### src/rtl/cam_pattern_gen.sv
// cam_pattern_gen: OV7670-style DVP transmitter emitting YUV422 test frames.
// PCLK runs at half the system clock; every other pin changes only on the
// clock where PCLK falls, so a receiver sampling on PCLK rising sees stable data.
module cam_pattern_gen #(
  parameter int H_ACTIVE    = 640,
  parameter int H_BLANK     = 144,
  parameter int V_ACTIVE    = 480,
  parameter int VSYNC_LINES = 3,
  parameter int V_BACK      = 17,
  parameter int V_FRONT     = 10
) (
  input  logic       CLOCK_24,
  input  logic       rst,
  input  logic       en,
  input  logic [1:0] mode,
  output logic       PCLK,
  output logic       VSYNC,
  output logic       HREF,
  output logic [7:0] D,
  output logic       busy,
  output logic       frame_done
);

  // Byte periods per line and the counter widths that hold them.
  localparam int LINE_BYTES = 2 * (H_ACTIVE + H_BLANK);
  localparam int HREF_BYTES = 2 * H_ACTIVE;
  localparam int BX_W       = (LINE_BYTES > 1) ? $clog2(LINE_BYTES) : 1;
  localparam int MAX_A      = (VSYNC_LINES > V_BACK) ? VSYNC_LINES : V_BACK;
  localparam int MAX_B      = (V_ACTIVE > V_FRONT) ? V_ACTIVE : V_FRONT;
  localparam int MAX_LINES  = (MAX_A > MAX_B) ? MAX_A : MAX_B;
  localparam int LY_W       = (MAX_LINES > 1) ? $clog2(MAX_LINES) : 1;
  // Bar width; small test geometries would otherwise divide by zero.
  localparam int BAR_W      = ((H_ACTIVE / 8) > 0) ? (H_ACTIVE / 8) : 1;

  localparam logic [BX_W-1:0] BX_LAST  = BX_W'(LINE_BYTES - 1);
  localparam logic [BX_W-1:0] HREF_LIM = BX_W'(HREF_BYTES);
  localparam logic [BX_W-1:0] BX_ZERO  = {BX_W{1'b0}};
  localparam logic [BX_W-1:0] BX_ONE   = BX_W'(1);
  localparam logic [LY_W-1:0] LY_ZERO  = {LY_W{1'b0}};
  localparam logic [LY_W-1:0] LY_ONE   = LY_W'(1);

  typedef enum logic [2:0] {
    ST_IDLE   = 3'd0,
    ST_VSYNC  = 3'd1,
    ST_VBACK  = 3'd2,
    ST_ACTIVE = 3'd3,
    ST_VFRONT = 3'd4
  } state_t;

  state_t          state_r;
  state_t          state_s;
  logic            ph_r;
  logic [BX_W-1:0] bx_r;
  logic [BX_W-1:0] bx_s;
  logic [LY_W-1:0] ly_r;
  logic [LY_W-1:0] ly_s;
  logic [LY_W-1:0] last_line_s;
  logic [1:0]      mode_r;
  logic [1:0]      mode_s;
  logic [7:0]      frame_cnt_r;
  logic [7:0]      frame_cnt_s;
  logic            done_s;
  logic            vsync_s;
  logic            href_s;
  logic            busy_s;
  logic [7:0]      d_s;

  // Pixel byte for a given line position: Cb, Y(2k), Cr, Y(2k+1) per pair.
  function automatic logic [7:0] pixel_byte(
    input logic [BX_W-1:0] b,
    input logic [LY_W-1:0] line,
    input logic [1:0]      m,
    input logic [7:0]      fc
  );
    int         x_v;
    int         pair_v;
    int         bar_y;
    int         bar_c;
    logic [7:0] luma;
    logic [7:0] cb;
    logic [7:0] cr;
    logic [7:0] res;
    x_v    = int'(b >> 1'b1);
    pair_v = int'(b >> 2'd2) * 32'sd2;
    bar_y  = x_v / BAR_W;
    bar_c  = pair_v / BAR_W;
    case (m)
      2'd0:    luma = 8'(b >> 1'b1);
      2'd1:    luma = 8'(line);
      2'd2:    luma = (bar_y == 32'sd2) ? 8'd145 : 8'(bar_y * 32'sd32 + 32'sd16);
      2'd3:    luma = fc;
      default: luma = fc;
    endcase
    if ((m == 2'd2) && (bar_c == 32'sd2)) begin
      cb = 8'd54;
      cr = 8'd34;
    end else begin
      cb = 8'd128;
      cr = 8'd128;
    end
    case (b[1:0])
      2'b00:   res = cb;
      2'b10:   res = cr;
      default: res = luma;
    endcase
    return res;
  endfunction

  // Index of the final line of the vertical region currently being sent.
  always_comb begin
    last_line_s = LY_ZERO;
    case (state_r)
      ST_VSYNC:  last_line_s = LY_W'(VSYNC_LINES - 1);
      ST_VBACK:  last_line_s = LY_W'(V_BACK - 1);
      ST_ACTIVE: last_line_s = LY_W'(V_ACTIVE - 1);
      ST_VFRONT: last_line_s = LY_W'(V_FRONT - 1);
      default:   last_line_s = LY_ZERO;
    endcase
  end

  // Next state and position; only advances on the PCLK falling boundary.
  always_comb begin
    state_s     = state_r;
    bx_s        = bx_r;
    ly_s        = ly_r;
    mode_s      = mode_r;
    frame_cnt_s = frame_cnt_r;
    done_s      = 1'b0;
    if (ph_r) begin
      case (state_r)
        ST_IDLE: begin
          if (en) begin
            state_s = ST_VSYNC;
            bx_s    = BX_ZERO;
            ly_s    = LY_ZERO;
            mode_s  = mode;
          end else begin
            state_s = ST_IDLE;
          end
        end
        ST_VSYNC, ST_VBACK, ST_ACTIVE, ST_VFRONT: begin
          if (bx_r != BX_LAST) begin
            bx_s = bx_r + BX_ONE;
          end else begin
            bx_s = BX_ZERO;
            if (ly_r != last_line_s) begin
              ly_s = ly_r + LY_ONE;
            end else begin
              ly_s = LY_ZERO;
              case (state_r)
                ST_VSYNC:  state_s = ST_VBACK;
                ST_VBACK:  state_s = ST_ACTIVE;
                ST_ACTIVE: state_s = ST_VFRONT;
                ST_VFRONT: begin
                  done_s      = 1'b1;
                  frame_cnt_s = frame_cnt_r + 8'd1;
                  // A held request chains straight into the next frame.
                  if (en) begin
                    state_s = ST_VSYNC;
                    mode_s  = mode;
                  end else begin
                    state_s = ST_IDLE;
                  end
                end
                default:   state_s = ST_IDLE;
              endcase
            end
          end
        end
        default: begin
          state_s = ST_IDLE;
          bx_s    = BX_ZERO;
          ly_s    = LY_ZERO;
        end
      endcase
    end else begin
      state_s = state_r;
    end
  end

  // Pin values for the byte period that starts at the next edge.
  always_comb begin
    vsync_s = (state_s == ST_VSYNC);
    busy_s  = (state_s != ST_IDLE);
    href_s  = (state_s == ST_ACTIVE) && (bx_s < HREF_LIM);
    if (href_s) begin
      d_s = pixel_byte(bx_s, ly_s, mode_s, frame_cnt_s);
    end else begin
      d_s = 8'd0;
    end
  end

  // Phase, FSM, counters and registered pin outputs.
  always_ff @(posedge CLOCK_24) begin
    if (rst) begin
      ph_r        <= 1'b0;
      state_r     <= ST_IDLE;
      bx_r        <= BX_ZERO;
      ly_r        <= LY_ZERO;
      mode_r      <= 2'd0;
      frame_cnt_r <= 8'd0;
      VSYNC       <= 1'b0;
      HREF        <= 1'b0;
      D           <= 8'd0;
      busy        <= 1'b0;
      frame_done  <= 1'b0;
    end else begin
      ph_r        <= ~ph_r;
      state_r     <= state_s;
      bx_r        <= bx_s;
      ly_r        <= ly_s;
      mode_r      <= mode_s;
      frame_cnt_r <= frame_cnt_s;
      VSYNC       <= vsync_s;
      HREF        <= href_s;
      D           <= d_s;
      busy        <= busy_s;
      frame_done  <= done_s;
    end
  end

  assign PCLK = ph_r;

endmodule

### config.mk
export PLATFORM = sky130hd
export DESIGN_NAME = cam_pattern_gen
export DESIGN_NICKNAME = d
export VERILOG_FILES = /design/src/rtl/cam_pattern_gen.sv
export SDC_FILE = /design/constraint.sdc
export NUM_CORES = 1
export LEC_CHECK = 0
export ABC_AREA = 1
export BUFFER_PORTS_ARGS = -buffer_cell sky130_fd_sc_hd__buf_4
export CAP_MARGIN = 25
export CORE_UTILIZATION = 55
export CTS_BUF_LIST = sky130_fd_sc_hd__clkbuf_2
export CTS_CLUSTER_DIAMETER = 150
export DETAILED_ROUTE_END_ITERATION = 16
export GPL_TIMING_DRIVEN = 0
export MAX_ROUTING_LAYER = met4
export PLACE_DENSITY = 0.73
export SLEW_MARGIN = 20
export SYNTH_ARGS = -nofsm -noshare
export SYNTH_HDL_FRONTEND = slang
export SYNTH_SLANG_ARGS = --single-unit
export TNS_END_PERCENT = 1
### constraint.sdc
create_clock -name CLOCK_24 -period 3.3 [get_ports CLOCK_24]
set_clock_uncertainty 0.05 [all_clocks]
set_input_delay 0.165 -clock CLOCK_24 [delete_from_list [all_inputs] [get_ports CLOCK_24]]
set_output_delay 0.165 -clock CLOCK_24 [all_outputs]
set_load 0.1 [all_outputs]
==> results.tsv <==
metric	value	unit
run status	finished, final reports clean	
CTS tree	done	
clock sink total	46	
routed vias	3408	
synth unique cells	42	
Pins Over Slew Limit	0	
DRC Markers	0	
top cell type's share of synthesized area	28.8	%
IO Count	18	
CP Data Required Time	3.66	ns
Max VDD drop	0.186	mV
Setup crit start kind	flop	
number of CTS-inserted buffers	5	
Nets	545	
Worst R2R Setup Slack	0.25	ns
Worst Reg2Reg Path Length in Cells	25	
Least-Margin Pin Slew	0.648	ns
routability congestion estimate	0.952	
Static Leak	0.00165	uW
synthesized instance count	497	
worst setup path startpoint	bx_r[0]$_SDFF_PP0_	
Initial Utilization	57.4	%
layout cells sized above 1	22.9	%
post-synth top area cell	dfxtp_1	
Placed Area	3410	sq um
crit-path max FO	5	
Post-synth EDFFs	0	
GRT Overall Usage	29.4	%
full die area	6130	sq um
antenna violations before repair	0	
Iter 0 DRT Violations	234	
CTS clk-pin slew, worst paths	0.25	ns
Top FF cell, synth	dfxtp_1	
Max Fclk	328	MHz
final worst path period need	3.05	ns
Place WS	-0.140	ns
Post-synth ARST share	0	%
post-DR vias/cell	5.60	
first-pass GRT wire length	13.7	mm
ratio of final minimum period to clock period	92.5	%
hold crit path type	in -> reg	
crit path kind	reg -> reg	
Core Region	5570	sq um
Routed Antenna Nets	0	
post-synthesis register bit count	46	
worst reg2reg path startpoint	bx_r[0]$_SDFF_PP0_	
die height	78.3	um
crit end category	flop	
CP arrival	3.41	ns
PwrDens	303	nW/um^2
largest net degree at the start of global routing	16	
Post-synth top cells	nand2_1, nor2_1, inv_1	
input/output buffers	16	
final WL	8.73	mm
final hold viol count	0	
post-synthesis net count	506	
Overflow after GRT	0	
crit path to	D[7]$_SDFF_PP0_	
Mapped Area	3200	sq um
clk buf depth	2	
Mapped Avg Cell Area	6.44	sq um
Die X	78.3	um
num rows	27	
Max-slew headroom	56.8	%
mean routed wirelength per cell	14.3	um
final core utilization	67.7	%
endpoints failing setup	0	
Synth warnings	0	
top cells by area, synth	dfxtp_1, nand2_1, nor2_1	
clk_lat worst skew	0.44	ns
Inserted Diodes	0	
dpl hpwl	6.50	mm
Hold WS	0.121	ns
H-tree depth	2	
area delta synth->final	17.9	%
max cap viols	0	
vias in the first global route	2917	
root buffer cell	clkbuf_2	
sequential area share after synthesis	28.8	%
fin area	3770	sq um
post-route setup TNS	0	ns
first-pass detailed-route iteration total	7	
r2r endpoint	D[7]$_SDFF_PP0_	
most frequent cell after synthesis	nand2_1	
final setup margin	0.249	ns
## metal layers
layer / up-vias / part of all wire, % / GRT usage (%)
met5: - / 0 / -
met4: 0 / 1.7 / 8.89
met3: 16 / 7.1 / 4.07
met2: 145 / 49 / 48.9
met1: 1558 / 43 / 37.1
li1: 1689 / - / -
## cells in the final DEF (no fill, tap or decap), types with 7 or more instances in the layout
cell type / n
o22ai_1: 9
o21ai_0: 27
nand4_1: 10
inv_2: 18
a21oi_1: 20
nand3_1: 30
nor2_1: 71
nand2_2: 13
inv_1: 70
buf_4: 32
nor3_1: 7
xor2_1: 11
nand2_1: 78
nand2_4: 9
clkbuf_1: 8
nor2_4: 9
dfxtp_1: 37
## worst max-delay path, stage by stage (launching register included)
cell	delay [ns]
dfxtp_4	0.41
ha_4	0.17
nand2_4	0.07
inv_2	0.04
nand2_2	0.09
nor2_4	0.05
nor2_4	0.15
buf_4	0.13
nand3_2	0.09
nand2_4	0.11
ha_4	0.20
inv_2	0.07
a21oi_4	0.07
nor2_4	0.16
nand2_4	0.08
nand2_2	0.09
nand3_4	0.08
nand2_4	0.13
nand3_4	0.09
nand2_1	0.08
nand3_1	0.08
nor2_2	0.16
nand4_1	0.15
nand3_1	0.13
nand2_1	0.06
inv_1	0.04
## area by class of cell
type	count	area, sq um
clock buffer	5	25.0
fill	507	1800
buffer	10	42.5
sequential	46	945
timing repair buffer	32	240
multi-input combinational	353	2030
inverter	88	330
tap	72	90.1
clock inverter	3	68.8
## state kept, by name, summed over array words and instances (netlist names), 2 cells and up
register and cells:
D 8, ly_r 9, state_r 3, mode_r 2
frame_cnt_r 8, bx_r 11
## worst min path at each step
stage,start,to,slack [ns],cells past startpoint
floorplan,rst,bx_r[5]$_SDFF_PP0_,0.40,2
global placement,ly_r[8]$_SDFFE_PP0P_,ly_r[8]$_SDFFE_PP0P_,0.44,2
detailed placement,ly_r[8]$_SDFFE_PP0P_,ly_r[8]$_SDFFE_PP0P_,0.45,2
CTS,rst,bx_r[5]$_SDFF_PP0_,0.13,2
global route,rst,bx_r[5]$_SDFF_PP0_,0.12,2
finish,rst,bx_r[5]$_SDFF_PP0_,0.12,2
## report_power, final
part	leakage, uW	switching [uW]	total (uW)	internal, uW
logic	0.00122	124	172	48.4
registers	0.000377	4.49	564	560
clock network	0.0000532	201	406	205
total	0.00165	329	1140	813
## cells by family after synthesis
group           Yosys count  synth area share, %
simple gates            247                 37.1
buf+inv                  98                 11.6
mux                       1                0.313
fa+ha+maj                 4                 1.56
flops                    46                 28.8
xor+xnor                 13                 3.56
compound gates           88                 17.1
## through the flow
| step | cells | total power, uW |
|---|---|---|
| after floorplan | 497 | 690 |
| after global placement | 585 | 727 |
| after detailed placement | 585 | 729 |
| after CTS | 594 | 1130 |
| after global routing | 609 | 1180 |
| final | 609 | 1140 |
## repair_timing
action,in CTS,in global routing
pin swaps,1,14
hold buffers,0,0
setup endpoints to repair,7,7
gates resized for setup,2,40
buffers inserted,1,15
Power figures use the tool's default switching activity.
